<file path="config.mk">
export PLATFORM = sky130hd
export DESIGN_NAME = mainboard_wb_arbiter_flat
export DESIGN_NICKNAME = d
export VERILOG_FILES = /design/src/rtl/mainboard_wb_arbiter_if.sv /design/src/rtl/mainboard_wb_arbiter.sv /design/src/flat_wrapper.sv
export SDC_FILE = /design/constraint.sdc
export NUM_CORES = 1
export LEC_CHECK = 0
export CAP_MARGIN = 20
export CORE_ASPECT_RATIO = 0.7
export CORE_UTILIZATION = 30
export CTS_CLUSTER_SIZE = 16
export DETAILED_ROUTE_END_ITERATION = 7
export MAX_ROUTING_LAYER = met4
export PLACE_DENSITY = 0.79
export SLEW_MARGIN = 20
export SYNTH_ARGS = -nofsm -noshare
export SYNTH_HDL_FRONTEND = slang
export SYNTH_SLANG_ARGS = --single-unit
</file>
<file path="constraint.sdc">
create_clock -name clk -period 2.94 [get_ports clk]
set_clock_uncertainty 0.15 [all_clocks]
set_input_delay 0.588 -clock clk [delete_from_list [all_inputs] [get_ports clk]]
set_output_delay 0.588 -clock clk [all_outputs]
set_load 0.005 [all_outputs]
</file>
<file path="src/rtl/mainboard_wb_arbiter_if.sv">
// rtl/mainboard_wb_arbiter_if.sv - Wishbone-style point-to-point bus bundle used on both sides of the arbiter
interface mainboard_wb_arbiter_if;
    logic [0:23] adr;
    logic [7:0]  dat_w;
    logic [7:0]  dat_r;
    logic        we;
    logic [0:0]  sel;
    logic        stb;
    logic        cyc;
    logic        ack;
    logic        err;

    modport master (
        output adr, dat_w, we, sel, stb, cyc,
        input  dat_r, ack, err
    );

    modport slave (
        input  adr, dat_w, we, sel, stb, cyc,
        output dat_r, ack, err
    );
endinterface

</file>
<file path="src/rtl/mainboard_wb_arbiter.sv">
// rtl/mainboard_wb_arbiter.sv - two-master Wishbone arbiter with bus lock, fair contention and stall timeout
module mainboard_wb_arbiter #(
    parameter int TIMEOUT_CYCLES = 255,
    parameter int FIRST_MASTER   = 0
) (
    input  logic                          clk,
    input  logic                          reset_n,
    mainboard_wb_arbiter_if.slave         m0,
    mainboard_wb_arbiter_if.slave         m1,
    mainboard_wb_arbiter_if.master        s
);
    typedef enum logic [1:0] {
        IDLE = 2'd0,
        OWN0 = 2'd1,
        OWN1 = 2'd2
    } state_e;

    localparam logic [15:0] STALL_LAST     = 16'(TIMEOUT_CYCLES - 1);
    localparam logic        LAST_OWNER_RST = (FIRST_MASTER == 0) ? 1'b1 : 1'b0;

    state_e      state_q, state_d;
    logic        last_owner_q, last_owner_d;
    logic [15:0] stall_cnt_q, stall_cnt_d;
    logic        abort_q, abort_d;

    logic        own0;
    logic        own1;
    logic        s_stb;

    assign own0 = (state_q == OWN0);
    assign own1 = (state_q == OWN1);

    always_comb begin : slave_mux
        s.adr   = '0;
        s.dat_w = 8'h00;
        s.we    = 1'b0;
        s.sel   = 1'b0;
        s.cyc   = 1'b0;
        s_stb   = 1'b0;
        if (own0) begin
            s.adr   = m0.adr;
            s.dat_w = m0.dat_w;
            s.we    = m0.we;
            s.sel   = m0.sel;
            s.cyc   = m0.cyc;
            s_stb   = m0.stb & ~abort_q;
        end else if (own1) begin
            s.adr   = m1.adr;
            s.dat_w = m1.dat_w;
            s.we    = m1.we;
            s.sel   = m1.sel;
            s.cyc   = m1.cyc;
            s_stb   = m1.stb & ~abort_q;
        end
    end

    assign s.stb = s_stb;

    // s_stb is already forced low during abort, so a late slave ack cannot reach the master
    assign m0.ack   = s.ack & own0 & s_stb;
    assign m1.ack   = s.ack & own1 & s_stb;
    assign m0.err   = abort_q & own0;
    assign m1.err   = abort_q & own1;
    assign m0.dat_r = own0 ? s.dat_r : 8'h00;
    assign m1.dat_r = own1 ? s.dat_r : 8'h00;

    always_comb begin : next_owner
        state_d      = state_q;
        last_owner_d = last_owner_q;
        unique case (state_q)
            IDLE: begin
                if (m0.cyc && m1.cyc) begin
                    if (last_owner_q) begin
                        state_d      = OWN0;
                        last_owner_d = 1'b0;
                    end else begin
                        state_d      = OWN1;
                        last_owner_d = 1'b1;
                    end
                end else if (m0.cyc) begin
                    state_d      = OWN0;
                    last_owner_d = 1'b0;
                end else if (m1.cyc) begin
                    state_d      = OWN1;
                    last_owner_d = 1'b1;
                end
            end
            OWN0: begin
                if (!m0.cyc) begin
                    state_d = IDLE;
                end
            end
            OWN1: begin
                if (!m1.cyc) begin
                    state_d = IDLE;
                end
            end
            default: begin
                state_d = IDLE;
            end
        endcase
    end

    always_comb begin : stall_watch
        stall_cnt_d = (!s_stb || s.ack) ? 16'd0 : stall_cnt_q + 16'd1;
        abort_d     = s_stb && !s.ack && (stall_cnt_q == STALL_LAST);
    end

    always_ff @(posedge clk or negedge reset_n) begin
        if (!reset_n) begin
            state_q      <= IDLE;
            last_owner_q <= LAST_OWNER_RST;
            stall_cnt_q  <= 16'd0;
            abort_q      <= 1'b0;
        end else begin
            state_q      <= state_d;
            last_owner_q <= last_owner_d;
            stall_cnt_q  <= stall_cnt_d;
            abort_q      <= abort_d;
        end
    end
endmodule

</file>
<file path="src/flat_wrapper.sv">
// flat-port wrapper written by rule: the top's interface ports become plain ports
module mainboard_wb_arbiter_flat 
#(
    parameter int TIMEOUT_CYCLES = 255,
    parameter int FIRST_MASTER   = 0
)
  (clk, reset_n, m0_adr, m0_dat_w, m0_we, m0_sel, m0_stb, m0_cyc, m0_dat_r, m0_ack, m0_err, m1_adr, m1_dat_w, m1_we, m1_sel, m1_stb, m1_cyc, m1_dat_r, m1_ack, m1_err, s_adr, s_dat_w, s_we, s_sel, s_stb, s_cyc, s_dat_r, s_ack, s_err);
  mainboard_wb_arbiter_if m0_i ();
  mainboard_wb_arbiter_if m1_i ();
  mainboard_wb_arbiter_if s_i ();
  input  logic clk;
  input  logic reset_n;
  input wire logic [$bits(m0_i.adr)-1:0] m0_adr;
  input wire logic [$bits(m0_i.dat_w)-1:0] m0_dat_w;
  input wire logic [$bits(m0_i.we)-1:0] m0_we;
  input wire logic [$bits(m0_i.sel)-1:0] m0_sel;
  input wire logic [$bits(m0_i.stb)-1:0] m0_stb;
  input wire logic [$bits(m0_i.cyc)-1:0] m0_cyc;
  output wire logic [$bits(m0_i.dat_r)-1:0] m0_dat_r;
  output wire logic [$bits(m0_i.ack)-1:0] m0_ack;
  output wire logic [$bits(m0_i.err)-1:0] m0_err;
  input wire logic [$bits(m1_i.adr)-1:0] m1_adr;
  input wire logic [$bits(m1_i.dat_w)-1:0] m1_dat_w;
  input wire logic [$bits(m1_i.we)-1:0] m1_we;
  input wire logic [$bits(m1_i.sel)-1:0] m1_sel;
  input wire logic [$bits(m1_i.stb)-1:0] m1_stb;
  input wire logic [$bits(m1_i.cyc)-1:0] m1_cyc;
  output wire logic [$bits(m1_i.dat_r)-1:0] m1_dat_r;
  output wire logic [$bits(m1_i.ack)-1:0] m1_ack;
  output wire logic [$bits(m1_i.err)-1:0] m1_err;
  output wire logic [$bits(s_i.adr)-1:0] s_adr;
  output wire logic [$bits(s_i.dat_w)-1:0] s_dat_w;
  output wire logic [$bits(s_i.we)-1:0] s_we;
  output wire logic [$bits(s_i.sel)-1:0] s_sel;
  output wire logic [$bits(s_i.stb)-1:0] s_stb;
  output wire logic [$bits(s_i.cyc)-1:0] s_cyc;
  input wire logic [$bits(s_i.dat_r)-1:0] s_dat_r;
  input wire logic [$bits(s_i.ack)-1:0] s_ack;
  input wire logic [$bits(s_i.err)-1:0] s_err;
  assign m0_i.adr = m0_adr;
  assign m0_i.dat_w = m0_dat_w;
  assign m0_i.we = m0_we;
  assign m0_i.sel = m0_sel;
  assign m0_i.stb = m0_stb;
  assign m0_i.cyc = m0_cyc;
  assign m0_dat_r = m0_i.dat_r;
  assign m0_ack = m0_i.ack;
  assign m0_err = m0_i.err;
  assign m1_i.adr = m1_adr;
  assign m1_i.dat_w = m1_dat_w;
  assign m1_i.we = m1_we;
  assign m1_i.sel = m1_sel;
  assign m1_i.stb = m1_stb;
  assign m1_i.cyc = m1_cyc;
  assign m1_dat_r = m1_i.dat_r;
  assign m1_ack = m1_i.ack;
  assign m1_err = m1_i.err;
  assign s_adr = s_i.adr;
  assign s_dat_w = s_i.dat_w;
  assign s_we = s_i.we;
  assign s_sel = s_i.sel;
  assign s_stb = s_i.stb;
  assign s_cyc = s_i.cyc;
  assign s_i.dat_r = s_dat_r;
  assign s_i.ack = s_ack;
  assign s_i.err = s_err;
  mainboard_wb_arbiter #(.TIMEOUT_CYCLES(TIMEOUT_CYCLES), .FIRST_MASTER(FIRST_MASTER)) u_core (.clk(clk), .reset_n(reset_n), .m0(m0_i), .m1(m1_i), .s(s_i));
endmodule
</file>
# Word-level counts from Yosys, hierarchy flattened
# Index checks and enable logic that the tools add are counted.
# Widths: inputs -> output; s select.
dict set report totals {
  ff_bits 20
  output_inout_bits 56
  word_cells 56
}
dict set report op_classes {
  n_addsub 1
  n_eq_ne 6
  muxes 26
  bitwise_logic 9
  n_reduce_logical 10
}
# op count
set op_table {}
lappend op_table {{$mux 24} 2}
lappend op_table {{$mux 8} 4}
lappend op_table {{$add 16x1->16 const B} 1}
lappend op_table {{$eq 16x8->1 const B} 1}
lappend op_table {{$mux 16} 1}
lappend op_table {{$mux 1} 12}
lappend op_table {{$mux 2} 6}
lappend op_table {{$and 1x1->1} 8}
lappend op_table {{$pmux 2 s3} 1}
lappend op_table {{$ne 2x2->1 const B} 2}
lappend op_table {{$ne 4x3->1 const B} 1}
lappend op_table {{$logic_and 1x1->1} 3}
lappend op_table {{$reduce_and 3->1} 1}
lappend op_table {{$reduce_bool 3->1} 1}
lappend op_table {{$eq 2x1->1 const B} 1}
lappend op_table {{$eq 2x2->1 const B} 1}
lappend op_table {{$logic_not 1->1} 2}
lappend op_table {{$logic_not 2->1} 1}
lappend op_table {{$reduce_and 2->1} 1}
lappend op_table {{$logic_or 1x1->1} 1}
lappend op_table {{$not 1->1} 1}

# Longest topological paths before layout
dict set report depth {
  word_depth 7
  ltp_mapped 5
  depth_no_buf 5
}

# Worst setup path after synthesis
# OpenSTA, ideal clock, no wires.
dict set report synth_timing {
  path_kind {input -> output}
  from {input m1_stb}
  to {output m0_ack}
  arrival_time_ps 1286
  path_slack_ps 916
  path_stages 3
  n_path_buf 0
  path_cell_list {and4bb_2 > or2_1 > and3_1}
}
dict set report synth_between {
  elab_chain_cells 4
}
# element line
set synth_rtl {}
lappend synth_rtl {{start: declaration} flat_wrapper.sv:26} ;# input wire logic [$bits(m1_i.stb)-1:0] m1_stb;
lappend synth_rtl {{$and 1x1->1} mainboard_wb_arbiter.sv:53} ;# s_stb = m1.stb & ~abort_q;
lappend synth_rtl {{$mux 1} mainboard_wb_arbiter.sv:47} ;# end else if (own1) begin
lappend synth_rtl {{$mux 1} mainboard_wb_arbiter.sv:40} ;# if (own0) begin
lappend synth_rtl {{net s_stb} flat_wrapper.sv:35} ;# output wire logic [$bits(s_i.stb)-1:0] s_stb;
lappend synth_rtl {{$and 1x1->1} mainboard_wb_arbiter.sv:60} ;# assign m0.ack = s.ack & own0 & s_stb;
lappend synth_rtl {{end: declaration} flat_wrapper.sv:20} ;# output wire logic [$bits(m0_i.ack)-1:0] m0_ack;
# The timed path passes the listed nets, and every way through them passes these cells.

# Final worst setup path
dict set report layout_timing {
  from {input m1_stb}
  to {output m1_ack}
}
dict set report layout_between {
  elab_chain_cells 4
}
# element line
set layout_rtl {}
lappend layout_rtl {{$and 1x1->1} mainboard_wb_arbiter.sv:53}
lappend layout_rtl {{$mux 1} mainboard_wb_arbiter.sv:47}
lappend layout_rtl {{$mux 1} mainboard_wb_arbiter.sv:40}
lappend layout_rtl {{$and 1x1->1} mainboard_wb_arbiter.sv:61} ;# assign m1.ack = s.ack & own1 & s_stb;
lappend layout_rtl {{end: declaration} flat_wrapper.sv:29} ;# output wire logic [$bits(m1_i.ack)-1:0] m1_ack;
# No other way between the ends.

==> impl_results.md <==
- Status: finished, final reports clean
- Via density: 5.04
- Worst Path Required: 2.20 ns
- CTS tree: built
- Post-synthesis cell area: roughly 0.0015 mm²
- Top-area cell type share of the netlist area: 0.312
- Seq. cell area: around 500 µm²
- Hold WS: 0.382 ns
- Flop-to-flop setup slack: 1.11 ns
- Tmin final: 2.87 ns
- Initial antenna violation count: 0
- Synth area leaders: dfrtp_1, a22o_1, and2_1
- Post-synth EDFFs: 0
- IO Count: 140
- Post-DRT Antenna Nets: 0
- Core ar.: a little under 0.005 mm²
- Critical path arrival: 2.13 ns
- DR DRC count: 0
- Initial Util: 0.315
- Seq/Total Area, Yosys: 0.329
- Die Width: 87.2 µm
- Postcts setup bufs: 0
- Clock root cell: clkbuf_8
- Skew-Pair Late Insertion Delay: 0.26 ns
- CP Class: in -> out
- Final core utilization: 0.636
- Ant diodes: 0
- Clk sinks: 20
- Worst Tran Pin Value: 0.589 ns
- Yosys warns: 0
- Post-cts resize count: 0
- Crit. End Element: output port
- Maximum vdd drop: 0.176 mV
- Deepest clock path buffer count: 2
- FF-to-FF End: u_core.abort_q$_DFF_PN0_
- R2r startpoint: u_core.state_q[0]$_DFFE_PN0P_
- WL/cell: 16.7 µm
- Synth unique cells: 33
- Total Neg Setup Slack: 0 ns
- Startpoint Class: input pin
- Placed inst area: 0.00302 mm²
- Pwr dens: 380 mW/mm²
- Final Wtd Congestion: around 0.84
- Fin nets: 396
- Vias: roughly 1900
- Asr flop ratio synth: 1.00
- Die height: 61.6 µm
- Worst-path clk slew: 0.07 ns
- Slew headroom: 0.607
- Cells after synthesis: 171
- Final WL: 6300 µm
- Layout cell share with drive strength beyond 1: 0.0615
- Gr usage total: 0.228
- Max_cap viols: 0
- GR Overflow Total: 0
- Pre-antenna DRT Iters: 4
- Synth Area per Inst: 8.90 µm²
- CTS H-tree depth: 1
- FILL cells: 437
- RSZ-0062 raised after global routing: no
- Hold buffers post-CTS: 0
- Synthesized net count: 257
- Iter 0 DRT Violations: roughly 190
- Largest net degree at the start of global routing: 46
- Area taken by multi-input logic gates: 963 µm²
- Vias in the first global route: approximately 1600
- Design Area, Final: 0.00308 mm²
- First-pass GRT wire length: 8710 µm
- Rows: 21
- Post-DP HPWL: 5000 µm
- IO buf count: 138
- Worst setup path startpoint: m1_stb
- HP Class: reg -> reg
- Top-count cell post-synth: a22o_1
- Final period util: 0.975
- FF+latch count, synth: 20
- Number of CTS-inserted buffers: 3
- Area growth, synth to finish: 102%
- Cell taking the most area after synthesis: dfrtp_1
- R2r worst-path depth: 4
- Fmax: 0.349 GHz
- Crit path to: m1_ack
- Synth cell count leaders: a22o_1, dfrtp_1, and2_1, nor2_1, o21ai_0
- Final Hold Fails: 0
- Fin. max-slew vios: 0
- Final Setup Violations: 0
- P_leak: 1.17 nW
- Max Fanout on Critical Path: 3
- Die ar.: 0.00537 mm²
- Synth Flop Type: dfrtp_1
-- layout make-up --
cell class                 count  share of cell area
multi-input combinational    136               0.313
inverter                       5             0.00610
clock buffer                   4              0.0179
timing repair buffer         144               0.472
sequential                    20               0.163
tap                           69              0.0281
-- where the power goes --
group	switching [mW]	internal, mW	total [mW]
Clock	0.0896	0.119	0.209
Sequential	0.0190	0.294	0.313
Combinational	0.225	0.423	0.648
-- critical path, stage by stage --
cell,delay [ns]
clkdlybuf4s50_1,0.41
and4bb_2,0.23
or2_1,0.26
and3_1,0.19
clkdlybuf4s50_1,0.45
-- flip-flops by register name, summed over array words and instances, names as in the netlist --
signal and count:
u_core.last_owner_q 1, u_core.abort_q 1, u_core.stall_cnt_q 16, u_core.state_q 2
-- through the flow --
step | power (mW) | std cells | setup WS, ns
2_1_floorplan | 0.543 | 171 | 0.916
3_3_place_gp | 0.959 | 374 | 0.113
3_5_place_dp | 0.965 | 374 | 0.0950
4_1_cts | 1.18 | 378 | 0.0836
5_1_grt | 1.24 | 378 | 0.0281
6_report | 1.17 | 378 | 0.0746
-- worst min path at each step --
stage                                     from                               to  cells after the start
6_report       u_core.stall_cnt_q[0]$_DFF_PN0_  u_core.stall_cnt_q[0]$_DFF_PN0_                      1
5_1_grt        u_core.stall_cnt_q[0]$_DFF_PN0_  u_core.stall_cnt_q[0]$_DFF_PN0_                      1
4_1_cts        u_core.last_owner_q$_DFFE_PN1P_    u_core.state_q[1]$_DFFE_PN0P_                      1
3_5_place_dp   u_core.last_owner_q$_DFFE_PN1P_    u_core.state_q[1]$_DFFE_PN0P_                      1
3_3_place_gp   u_core.stall_cnt_q[0]$_DFF_PN0_  u_core.stall_cnt_q[0]$_DFF_PN0_                      1
2_1_floorplan                          reset_n         u_core.abort_q$_DFF_PN0_                      0
-- routing by layer --
layer / track usage / vias to the layer above / routed length (µm)
li1: - / 940 / -
met1: 0.310 / 888 / 2840
met2: 0.359 / 73 / 3070
met3: 0.0389 / 6 / 332
met4: 0.0492 / 0 / 55
met5: - / - / 0
-- layout by cell type (no fill, tap or decap), types with 3 or more instances in the layout --
cell type / instances
nand3_1: 4
nor2_1: 9
and2_1: 18
o21ai_0: 10
buf_4: 4
a22o_1: 35
or3_1: 4
nand4_1: 5
a21oi_1: 9
nor2b_1: 4
o31ai_1: 4
or4_1: 5
clkdlybuf4s50_1: 138
inv_1: 5
nor4_1: 3
mux2i_1: 3
dfrtp_1: 19
clkbuf_8: 4
-- cell families (layout without fill, tap and decap cells) --
kind of cell	count (synthesis)	after routing	synth area share
fa+ha+maj	2	2	0.0164
flops	20	20	0.330
compound gates	62	62	0.306
buf+inv	15	153	0.0411
mux	3	3	0.0197
xor+xnor	3	3	0.0173
simple gates	66	66	0.270
(Power assumes the default switching activity.)
